$ cat src/rtl/rand_pkg.sv
// Shared definitions for the rand_ser serializer: FSM state encoding and
// default geometry (word width, clocks per serial bit).
package rand_pkg;

    typedef enum logic [1:0] {
        IDLE   = 2'd0,
        SHIFT  = 2'd1,
        PARITY = 2'd2
    } state_t;

    localparam int WS_DEF  = 16;
    localparam int DIV_DEF = 4;

endpackage

$ cat src/rtl/rand_tick.sv
// Bit-period divider: free-running 0..DIV-1 counter that restarts on clear.
// tick is high on the last cycle of each period; with DIV=1 it is always high.
module rand_tick
    import rand_pkg::*;
#(
    parameter int DIV = DIV_DEF
) (
    input  logic iCLK,
    input  logic iRST,
    input  logic clear,
    output logic tick
);

    localparam int CW = (DIV > 1) ? $clog2(DIV) : 1;
    localparam logic [CW-1:0] LAST = CW'(DIV - 1);

    logic [CW-1:0] cnt;

    // Period counter; a load restarts the period so bit 0 gets a full DIV cycles
    always_ff @(posedge iCLK or posedge iRST) begin
        if (iRST)
            cnt <= '0;
        else if (clear || cnt == LAST)
            cnt <= '0;
        else
            cnt <= cnt + CW'(1);
    end

    assign tick = (cnt == LAST);

endmodule

$ cat src/rtl/rand_ser.sv
// rand_ser: parallel-to-serial transmitter with a one-word holding register
// in front of the shift register, LSB first, DIV clocks per bit.
// Optional feature: define RAND_SER_PARITY_EN to append an even-parity bit
// after bit ws-1 of every word.
module rand_ser
    import rand_pkg::*;
#(
    parameter int ws  = WS_DEF,
    parameter int DIV = DIV_DEF
) (
    input  logic          iCLK,
    input  logic          iRST,
    input  logic [ws-1:0] iData,
    input  logic          iValid,
    output logic          oReady,
    output logic          oOut,
    output logic          oStrobe,
    output logic          oFrame
);

    localparam int BW = $clog2(ws);
    localparam logic [BW-1:0] LAST_BIT = BW'(ws - 1);

    state_t        state;
    logic [ws-1:0] hold;
    logic          holdFull;
    logic [ws-2:0] shReg;      // bits still to send; bit 0 is already on oOut
    logic [BW-1:0] bitIdx;
    logic          tick;
    logic          accept;
    logic          frameEnd;
    logic          loadNow;
`ifdef RAND_SER_PARITY_EN
    logic          parBit;
`endif

    assign oReady  = ~holdFull;
    assign accept  = iValid & ~holdFull;
    // oFrame gates the free-running tick so strobes only appear inside a frame
    assign oStrobe = tick & oFrame;

`ifdef RAND_SER_PARITY_EN
    assign frameEnd = tick && (state == PARITY);
`else
    assign frameEnd = tick && (state == SHIFT) && (bitIdx == LAST_BIT);
`endif

    // Holding-to-shift transfer: from IDLE at once, or seamlessly at frame end
    assign loadNow = holdFull && ((state == IDLE) || frameEnd);

    rand_tick #(.DIV(DIV)) uTick (
        .iCLK  (iCLK),
        .iRST  (iRST),
        .clear (loadNow),
        .tick  (tick)
    );

    // Holding register; accept and transfer never coincide since accept needs it empty
    always_ff @(posedge iCLK or posedge iRST) begin
        if (iRST) begin
            hold     <= '0;
            holdFull <= 1'b0;
        end else if (accept) begin
            hold     <= iData;
            holdFull <= 1'b1;
        end else if (loadNow) begin
            holdFull <= 1'b0;
        end
    end

    // Transmit FSM with registered oOut/oFrame; a load overrides the end-of-frame idle
    always_ff @(posedge iCLK or posedge iRST) begin
        if (iRST) begin
            state  <= IDLE;
            shReg  <= '0;
            bitIdx <= '0;
            oOut   <= 1'b0;
            oFrame <= 1'b0;
`ifdef RAND_SER_PARITY_EN
            parBit <= 1'b0;
`endif
        end else if (loadNow) begin
            state  <= SHIFT;
            shReg  <= hold[ws-1:1];
            bitIdx <= '0;
            oOut   <= hold[0];
            oFrame <= 1'b1;
`ifdef RAND_SER_PARITY_EN
            parBit <= ^hold;
`endif
        end else begin
            case (state)
                SHIFT: begin
                    if (tick) begin
                        if (bitIdx == LAST_BIT) begin
`ifdef RAND_SER_PARITY_EN
                            state <= PARITY;
                            oOut  <= parBit;
`else
                            state  <= IDLE;
                            oOut   <= 1'b0;
                            oFrame <= 1'b0;
`endif
                        end else begin
                            bitIdx <= bitIdx + BW'(1);
                            oOut   <= shReg[0];
                            shReg  <= shReg >> 1;
                        end
                    end
                end
`ifdef RAND_SER_PARITY_EN
                PARITY: begin
                    if (tick) begin
                        state  <= IDLE;
                        oOut   <= 1'b0;
                        oFrame <= 1'b0;
                    end
                end
`endif
                default: ;
            endcase
        end
    end

endmodule

$ cat config.mk
export PLATFORM = sky130hd
export DESIGN_NAME = rand_ser
export DESIGN_NICKNAME = d
export VERILOG_FILES = /design/src/rtl/rand_pkg.sv /design/src/rtl/rand_tick.sv /design/src/rtl/rand_ser.sv
export SDC_FILE = /design/constraint.sdc
export NUM_CORES = 1
export LEC_CHECK = 0
export ABC_CLOCK_PERIOD_IN_PS = 2800
export CAP_MARGIN = 30
export CORE_ASPECT_RATIO = 0.9
export CORE_MARGIN = 3
export CORE_UTILIZATION = 30
export DETAILED_ROUTE_END_ITERATION = 10
export SETUP_SLACK_MARGIN = 0.4
export SLEW_MARGIN = 25
export SYNTH_ARGS = -nofsm -noshare
export SYNTH_HDL_FRONTEND = slang
export SYNTH_HIERARCHICAL = 1
export SYNTH_SLANG_ARGS = --single-unit
export TNS_END_PERCENT = 20
$ cat constraint.sdc
create_clock -name iCLK -period 2.8 [get_ports iCLK]
set_input_delay 0.42 -clock iCLK [delete_from_list [all_inputs] [get_ports iCLK]]
set_output_delay 0.42 -clock iCLK [all_outputs]
set_load 0.1 [all_outputs]
==> flow_metrics.py, run 1 <==
metrics = {
    "placement": {
        "place_hpwl_um": 2270,
        "dp.cells": 226,
        "portBuffers": 22,
        "place_congestion": 0.803,
    },
    "drt": {
        "wl_um": 3290,
        "drtPass1Iterations": 4,
        "drt_iter0_drc": 93,
        "antenna_left": 0,
        "viasPerCell": 5.22,
        "wl_per_cell_um": 14.0,
        "vias": 1221,
        "drc": 0,
    },
    "clock_network": {
        "clk_pin_slew_ps": 70,
        "cts_sinks": 40,
        "cts_buffer_depth": 2,
        "clock_latency_ps": 300,
        "tritoncts": "done",
        "cts_resized": 0,
        "post_cts_buffers": 0,
        "numCtsBuffers": 5,
        "htree_levels": 2,
        "hold_buffers": 0,
        "root_buffer": "clkbuf_8",
    },
    "synth": {
        "avgSynthCellArea_um2": 12.3,
        "synth_cells": 140,
        "synth-warning-count": 6,
        "synth-seq-cells": 40,
        "synthesis.area_um2": 1720,
        "ys_types": 29,
        "mappedNetlistNets": 161,
        "synth-seq-area-share_pct": 58.1,
    },
    "global_routing": {
        "grt_first_pass_wirelength_um": 5730,
        "grt_antenna_before_repair": 0,
        "gr-usage-met2_pct": 16.1,
        "grt_max_degree": 39,
        "track_usage_pct": 11.1,
        "top_usage_layer": "met2",
        "grt_pass1_vias": 1215,
        "grt_util_met1_pct": 14.8,
        "gr-usage-met3_pct": 3.40,
        "grt.overflow.total": 0,
    },
    "finish": {
        "syn2layout_area_growth_pct": 22.2,
        "nets": 187,
        "n_antenna_cell": 0,
        "mostFrequentLayoutCells": "40 x dfrtp_1, 18 x clkdlybuf4s50_1, 14 x mux2_2",
        "fin_cells": 234,
        "drive_gt1_share_pct": 21.6,
        "final_common_cell": "dfrtp_1",
        "n_fill_cell": 525,
    },
    "floorplan": {
        "core_area_um2": 5410,
        "rows": 25,
        "io_pins": 23,
        "dieWidth_um": 85.9,
        "start_util_pct": 31.8,
        "die_h_um": 77.9,
        "dieArea_um2": 6680,
    },
    "sta": {
        "min_period_ps": 2170,
        "post-route-period-util_pct": 77.6,
        "slew_headroom_pct": 60.4,
        "hold_viol": 0,
        "skew_ps": 6.24,
        "rsz0062_at_grt": "false",
        "worstMarginPinSlew_ps": 594,
        "fmax_ghz": 0.460,
        "setup_viol": 0,
        "setup_tns_ps": 0,
        "final_max_slew_viol_count": 0,
    },
    "setup_path": {
        "critPathArrivalTime_ps": 1750,
        "crit_required_ps": 2380,
        "critPathKind": "reg -> out",
        "crit_fanout": 15,
        "ff2ff_path_depth": 5,
        "crit_path_end_kind": "output pin",
        "startpoint_type": "flip-flop",
    },
    "pwr": {
        "powerDensity_nw_per_um2": 848,
        "p_leak_uw": 0.000969,
        "power_uw": 1780,
        "ir_drop_v": 0.000386,
    },
    "run": {
        "cap_viol_max_count": 0,
    },
    "min_path": {
        "worstHoldPathType": "in -> async",
    },
    "status": {
        "outcome": "finished clean",
    },
}
==> per-layer routing <==
metal	vias up	part of all wire, %	wire length (um)
met4	0	2.0	67
met3	8	5.2	171
met1	611	46	1510
met5	-	0	0
li1	568	-	-
met2	34	47	1540
==> critical path, cell delays in order, from the launching register on <==
cell and delay (ps):
dfrtp_1 380, ha_1 290, nand2_1 220, inv_2 240, buf_4 330
==> flip-flops by register name (all words and copies together) (netlist names) <==
name / cells
hold: 16
shReg: 15
bitIdx: 4
uTick/cnt: 2
holdFull: 1
oFrame: 1
oOut: 1
==> final timing paths <==
| kind | startpoint | endpoint | slack, ps |
|---|---|---|---|
| min | iRST | uTick/cnt[0]$_DFF_PP0_ | 320 |
| min in group iCLK | uTick/cnt[0]$_DFF_PP0_ | uTick/cnt[0]$_DFF_PP0_ | 470 |
| min reg2reg | uTick/cnt[0]$_DFF_PP0_ | uTick/cnt[0]$_DFF_PP0_ | 470 |
| max reg2reg | bitIdx[0]$_DFFE_PP0P_ | shReg[10]$_DFFE_PP0P_ | 1070 |
| max in group asynchronous | iRST | shReg[9]$_DFFE_PP0P_ | 1880 |
| max | uTick/cnt[0]$_DFF_PP0_ | oStrobe | 630 |
==> logic make-up after synthesis <==
family          Yosys count  share of synthesized area [%]
compound gates           29                           13.7
fa+ha+maj                 2                           1.45
buf+inv                  16                           4.29
flops                    40                           58.1
mux                      15                           10.0
simple gates             38                           12.4
==> where the power goes <==
group          switching, uW  internal (uW)  total (uW)
Sequential               110            753         863
Clock                    194            200         394
Combinational            287            239         527
Total                    591           1190        1780
==> synthesized netlist by cell type <==
library cell	count	area [um^2]
or3_1	2	12.5
nor2_1	3	11.3
mux2_2	14	158
a2111oi_2	1	15.0
nand4_1	1	6.26
nand2_1	7	26.3
o22a_1	1	8.76
o21ai_0	4	20.0
buf_6	1	11.3
a221oi_1	1	8.76
nand3_1	3	15.0
mux2_4	1	15.0
and2b_1	1	7.51
nor3_2	1	10.0
inv_2	1	3.75
nor3b_2	1	12.5
clkbuf_1	2	7.51
o21ai_2	1	8.76
nor2b_1	1	6.26
o31ai_1	2	15.0
ha_1	2	25.0
nor3_1	5	25.0
buf_2	5	25.0
dfrtp_1	40	1000
a221o_1	12	120
a21oi_1	6	30.0
a22o_1	1	8.76
inv_1	7	26.3
and3_1	13	81.3
==> layout make-up <==
| class | instances | area (um^2) | share of cell area (%) |
|---|---|---|---|
| Timing Repair Buffer | 27 | 248 | 11.8 |
| Clock buffer | 7 | 86.3 | 4.10 |
| Multi-Input combinational cell | 84 | 647 | 30.8 |
| Tap cell | 67 | 83.8 | 3.99 |
| Clock inverter | 1 | 7.51 | 0.357 |
| Sequential cell | 40 | 1000 | 47.6 |
| Inverter | 8 | 30.0 | 1.43 |
==> metrics by stage <==
stage | utilization, % | hold slack, ps | cell area (um^2) | setup WS (ps)
CTS | 38.9 | 315 | 2100 | 617
global placement | 37.1 | 442 | 2010 | 1020
floorplan | - | 161 | 1720 | 448
finish | 38.9 | 325 | 2100 | 628
detailed placement | 37.1 | 445 | 2010 | 975
global route | 38.9 | 331 | 2100 | 514
No activity file was read; power rests on OpenSTA's default activity.
==> run 2: changes to the inputs <==
--- a/config.mk
+++ b/config.mk
@@ -5,7 +5,7 @@
 export SDC_FILE = /design/constraint.sdc
 export NUM_CORES = 1
 export LEC_CHECK = 0
-export ABC_CLOCK_PERIOD_IN_PS = 2800
+export ABC_CLOCK_PERIOD_IN_PS = 2060
 export CAP_MARGIN = 30
 export CORE_ASPECT_RATIO = 0.9
 export CORE_MARGIN = 3
==> constraint.sdc (replaced) <==
create_clock -name iCLK -period 2.06 [get_ports iCLK]
set_input_delay 0.309 -clock iCLK [delete_from_list [all_inputs] [get_ports iCLK]]
set_output_delay 0.309 -clock iCLK [all_outputs]
set_load 0.1 [all_outputs]
==> flow_metrics.py, run 2 (synthesis results as in run 1) <==
metrics = {
    "status": {
        "outcome": "finished clean",
    },
    "floorplan": {
        "dieWidth_um": 85.9,
        "dieArea_um2": 6680,
        "start_util_pct": 31.8,
        "die_h_um": 77.9,
        "rows": 25,
        "io_pins": 23,
        "core_area_um2": 5410,
    },
    "finish": {
        "utilization_pct": 40.9,
        "largest_register_ffs": 16,
        "drive_gt1_share_pct": 26.8,
        "syn2layout_area_growth_pct": 28.4,
        "final_common_cell": "dfrtp_1",
        "n_antenna_cell": 0,
        "nets": 188,
        "largest-register": "hold",
        "n_fill_cell": 516,
        "mostFrequentLayoutCells": "38 x dfrtp_1, 18 x clkdlybuf4s50_1, 14 x mux2_2",
        "reg.largest.list": "hold (16), shReg (15), bitIdx (4)",
    },
    "run": {
        "cap_viol_max_count": 0,
    },
    "global_routing": {
        "grt_first_pass_wirelength_um": 6100,
        "grt_pass1_vias": 1289,
        "grt.overflow.total": 0,
        "track_usage_pct": 11.8,
        "grt_max_degree": 39,
        "grt_antenna_before_repair": 0,
    },
    "drt": {
        "vias": 1199,
        "wl_um": 3550,
        "antenna_left": 0,
        "wl_per_cell_um": 15.1,
        "viasPerCell": 5.10,
        "drt_iter0_drc": 92,
        "drtPass1Iterations": 4,
        "drc": 0,
    },
    "pwr": {
        "powerDensity_nw_per_um2": 1200,
        "pwr-share-clk_pct": 25.5,
        "internal-power_uw": 1800,
        "p_leak_uw": 0.000986,
        "p_sw_uw": 846,
        "ir_drop_v": 0.000460,
        "power_frac_seq_pct": 44.6,
        "pwr-share-comb_pct": 29.9,
        "p_sw_share_pct": 32.0,
    },
    "clock_network": {
        "tritoncts": "done",
        "root_buffer": "clkbuf_8",
        "cts_buffer_depth": 2,
        "cts_sinks": 40,
        "htree_levels": 2,
        "numCtsBuffers": 5,
        "hold_buffers": 0,
        "clock_latency_ps": 290,
        "clk_pin_slew_ps": 80,
    },
    "placement": {
        "portBuffers": 22,
        "place_congestion": 0.777,
        "place_hpwl_um": 2410,
    },
    "setup_path": {
        "crit_path_end_kind": "output pin",
        "crit_required_ps": 1750,
        "critPathKind": "reg -> out",
        "startpoint_type": "flip-flop",
        "crit_fanout": 15,
        "critPathArrivalTime_ps": 1320,
    },
    "min_path": {
        "worstHoldPathType": "in -> async",
    },
    "sta": {
        "post-route-period-util_pct": 78.9,
        "rsz0062_at_grt": "true",
        "setup_viol": 0,
        "fmax_ghz": 0.615,
        "slew_headroom_pct": 68.0,
        "final_max_slew_viol_count": 0,
        "setup_tns_ps": 0,
        "min_period_ps": 1630,
        "hold_viol": 0,
        "skew_ps": 1.95,
        "worstMarginPinSlew_ps": 481,
    },
}
==> run 2: worst max-delay path: stages (launching register included) <==
cell	delay, ps
dfrtp_1	400
ha_4	200
nand2_4	100
inv_6	130
buf_12	180
==> run 2: worst paths after layout <==
kind	slack [ps]	from	end	cells past startpoint
worst max register to register	500	bitIdx[0]$_DFFE_PP0P_	shReg[9]$_DFFE_PP0P_	5
min in group iCLK	500	hold[7]$_DFFE_PP0P_	shReg[6]$_DFFE_PP0P_	1
worst max-delay path	430	uTick/cnt[0]$_DFF_PP0_	oStrobe	4
worst min register to register	500	hold[7]$_DFFE_PP0P_	shReg[6]$_DFFE_PP0P_	1
max in group asynchronous	1220	iRST	oFrame$_DFFE_PP0P_	3
worst min-delay path	210	iRST	uTick/cnt[0]$_DFF_PP0_	2
==> run 2: timing repair <==
action | CTS | global route
resized for setup | 4 | 2
buffers inserted | 0 | 1
setup endpoints to repair | 18 | 11
==> run 2: metrics by stage <==
step	hold WS [ps]	cells	cell area, um^2	setup WS [ps]	power, uW
floorplan	50.2	140	1740	400	1730
global placement	443	226	2050	325	1900
detailed placement	464	226	2050	277	1940
CTS	202	234	2200	362	2660
global route	213	235	2210	371	2810
finish	206	235	2210	434	2640
==> run 2: power by group through the flow <==
stage                     registers, uW  logic [uW]  clock network (uW)
final                              1180         790                 675
after global routing               1210         864                 740
after CTS                          1180         777                 703
after detailed placement           1180         757                   0
after global placement             1170         722                   0
after floorplan                    1210         522                   0
==> run 2: layer usage <==
| layer | track usage (%) | wire length (um) |
|---|---|---|
| met5 | 0 | 0 |
| met4 | 6.65 | 97 |
| met3 | 3.40 | 151 |
| met2 | 18.9 | 1700 |
| met1 | 14.2 | 1610 |
==> run 2: layout make-up <==
type                    count  area [um^2]  share of cell area [%]
clock inverters             2         38.8                    1.75
clock buffers               6         82.6                    3.74
repair buffers             28          280                    12.7
inverters                   8         38.8                    1.75
well taps                  67         83.8                    3.79
multi-input cells          84          681                    30.8
flip-flops and latches     40         1010                    45.5
==> run 3: changes to the inputs <==
--- a/config.mk
+++ b/config.mk
@@ -5,7 +5,7 @@
 export SDC_FILE = /design/constraint.sdc
 export NUM_CORES = 1
 export LEC_CHECK = 0
-export ABC_CLOCK_PERIOD_IN_PS = 2060
+export ABC_CLOCK_PERIOD_IN_PS = 1600
 export CAP_MARGIN = 30
 export CORE_ASPECT_RATIO = 0.9
 export CORE_MARGIN = 3
==> constraint.sdc (replaced) <==
create_clock -name iCLK -period 1.6 [get_ports iCLK]
set_input_delay 0.24 -clock iCLK [delete_from_list [all_inputs] [get_ports iCLK]]
set_output_delay 0.24 -clock iCLK [all_outputs]
set_load 0.1 [all_outputs]
==> flow_metrics.py, run 3 (synthesis results as in run 1) <==
metrics = {
    "sta": {
        "fmax_ghz": 0.681,
        "skew_ps": 3.82,
        "slew_headroom_pct": 68.9,
        "post-route-period-util_pct": 91.8,
        "hold_viol": 0,
        "rsz0062_at_grt": "true",
        "worstMarginPinSlew_ps": 465,
        "final_max_slew_viol_count": 0,
        "whs_ps": 125,
        "setup_viol": 0,
        "min_period_ps": 1470,
    },
    "global_routing": {
        "grt_max_degree": 39,
        "grt_util_met1_pct": 15.7,
        "grt_antenna_before_repair": 0,
        "gr-usage-met3_pct": 3.61,
        "grt_first_pass_wirelength_um": 6620,
        "top_usage_layer": "met2",
        "grt_pass1_vias": 1406,
        "gr-usage-met2_pct": 20.3,
        "track_usage_pct": 12.5,
        "grt.overflow.total": 0,
    },
    "clock_network": {
        "tritoncts": "done",
        "numCtsBuffers": 5,
        "cts_buffer_depth": 2,
        "hold_buffers": 0,
        "clock_latency_ps": 290,
        "clk_pin_slew_ps": 70,
        "root_buffer": "clkbuf_8",
        "htree_levels": 2,
        "cts_sinks": 40,
    },
    "floorplan": {
        "dieArea_um2": 6680,
        "die_h_um": 77.9,
        "io_pins": 23,
        "start_util_pct": 31.8,
        "dieWidth_um": 85.9,
        "rows": 25,
        "core_area_um2": 5410,
    },
    "finish": {
        "utilization_pct": 43.6,
        "multiInputGateArea_um2": 736,
        "ff_latch_area_um2": 1010,
        "mostFrequentLayoutCells": "38 x dfrtp_1, 18 x clkdlybuf4s50_1, 14 x mux2_2",
        "n_antenna_cell": 0,
        "nets": 198,
        "reg.largest.list": "hold (16), shReg (15), bitIdx (4)",
        "drive_gt1_share_pct": 32.6,
        "final_common_cell": "dfrtp_1",
        "largest_register_ffs": 16,
        "largest-register": "hold",
        "syn2layout_area_growth_pct": 36.9,
        "n_fill_cell": 494,
    },
    "placement": {
        "place_congestion": 0.741,
        "portBuffers": 22,
        "place_hpwl_um": 2490,
    },
    "setup_path": {
        "startpoint_type": "flip-flop",
        "crit_required_ps": 1790,
        "crit_fanout": 22,
        "critPathKind": "reg -> reg",
        "crit_path_end_kind": "flip-flop",
        "critPathArrivalTime_ps": 1660,
    },
    "drt": {
        "wl_um": 3850,
        "drt_iter0_drc": 114,
        "viasPerCell": 5.13,
        "antenna_left": 0,
        "wl_per_cell_um": 15.7,
        "drtPass1Iterations": 4,
        "drc": 0,
        "vias": 1257,
    },
    "pwr": {
        "p_leak_uw": 0.00104,
        "p_sw_share_pct": 34.0,
        "p_sw_uw": 1160,
        "power_frac_seq_pct": 45.3,
        "ir_drop_v": 0.000961,
        "pwr-share-comb_pct": 35.9,
        "internal-power_uw": 2250,
        "powerDensity_nw_per_um2": 1450,
        "power_uw": 3410,
        "pwr-share-clk_pct": 18.8,
    },
    "run": {
        "cap_viol_max_count": 0,
    },
    "min_path": {
        "worstHoldPathType": "in -> async",
    },
    "status": {
        "outcome": "finished clean",
    },
}
## run 3: worst max-delay path, stage by stage, from the launching register on
cell	delay (ps)
dfrtp_1	420
ha_4	190
nand4_1	170
a21oi_4	90
buf_12	160
a2111oi_4	340
## run 3: area by class of cell
cell class,instances,share of cell area [%]
Timing Repair Buffer,38,17.4
Sequential cell,40,42.7
Tap cell,67,3.56
Inverter,8,1.75
Multi-Input combinational cell,84,31.2
Clock buffer,7,3.24
Clock inverter,1,0.212
## run 3: path summary, 6_finish.rpt
check	start	to	slack [ps]	cells past startpoint
worst max-delay path	bitIdx[0]$_DFFE_PP0P_	shReg[9]$_DFFE_PP0P_	130	5
worst min-delay path	iRST	uTick/cnt[0]$_DFF_PP0_	120	2
worst max register to register	bitIdx[0]$_DFFE_PP0P_	shReg[9]$_DFFE_PP0P_	130	5
worst min register to register	shReg[7]$_DFFE_PP0P_	shReg[7]$_DFFE_PP0P_	510	1
max in group asynchronous	iRST	holdFull$_DFFE_PP0P_	1070	3
min in group iCLK	iData[11]	hold[11]$_DFFE_PP0P_	510	3
## run 3: timing repair
action                     4_1_cts  5_1_grt
buffers inserted                 3        5
gates resized for setup          8        7
hold endpoints to repair         0        0
setup endpoints to repair       41       43
pin swaps                        1        4
## run 3: power groups by stage
stage	Sequential [uW]	Clock, uW	Combinational [uW]
final	1540	641	1220
after global routing	1580	716	1330
after CTS	1530	671	1160
after detailed placement	1540	0	1060
after global placement	1520	0	1000
after floorplan	1560	0	719
## run 3: metal layers
layer  part of all wire [%]  up-vias  wire length [um]
met4                    1.4        0                53
met5                      0        -                 0
met3                    4.9        8               190
met1                     44      627              1670
li1                       -      591                 -
met2                     50       31              1930
## run 3: metrics by stage
stage          setup TNS [ps]  setup slack (ps)  cell area (um^2)  std cells
6_report                    0               131              2360        245
5_1_grt                     0              75.0              2360        245
4_1_cts                     0               108              2280        240
3_5_place_dp             -301             -49.9              2140        229
3_3_place_gp                0              24.2              2140        229
2_1_floorplan               0              19.1              1780        140
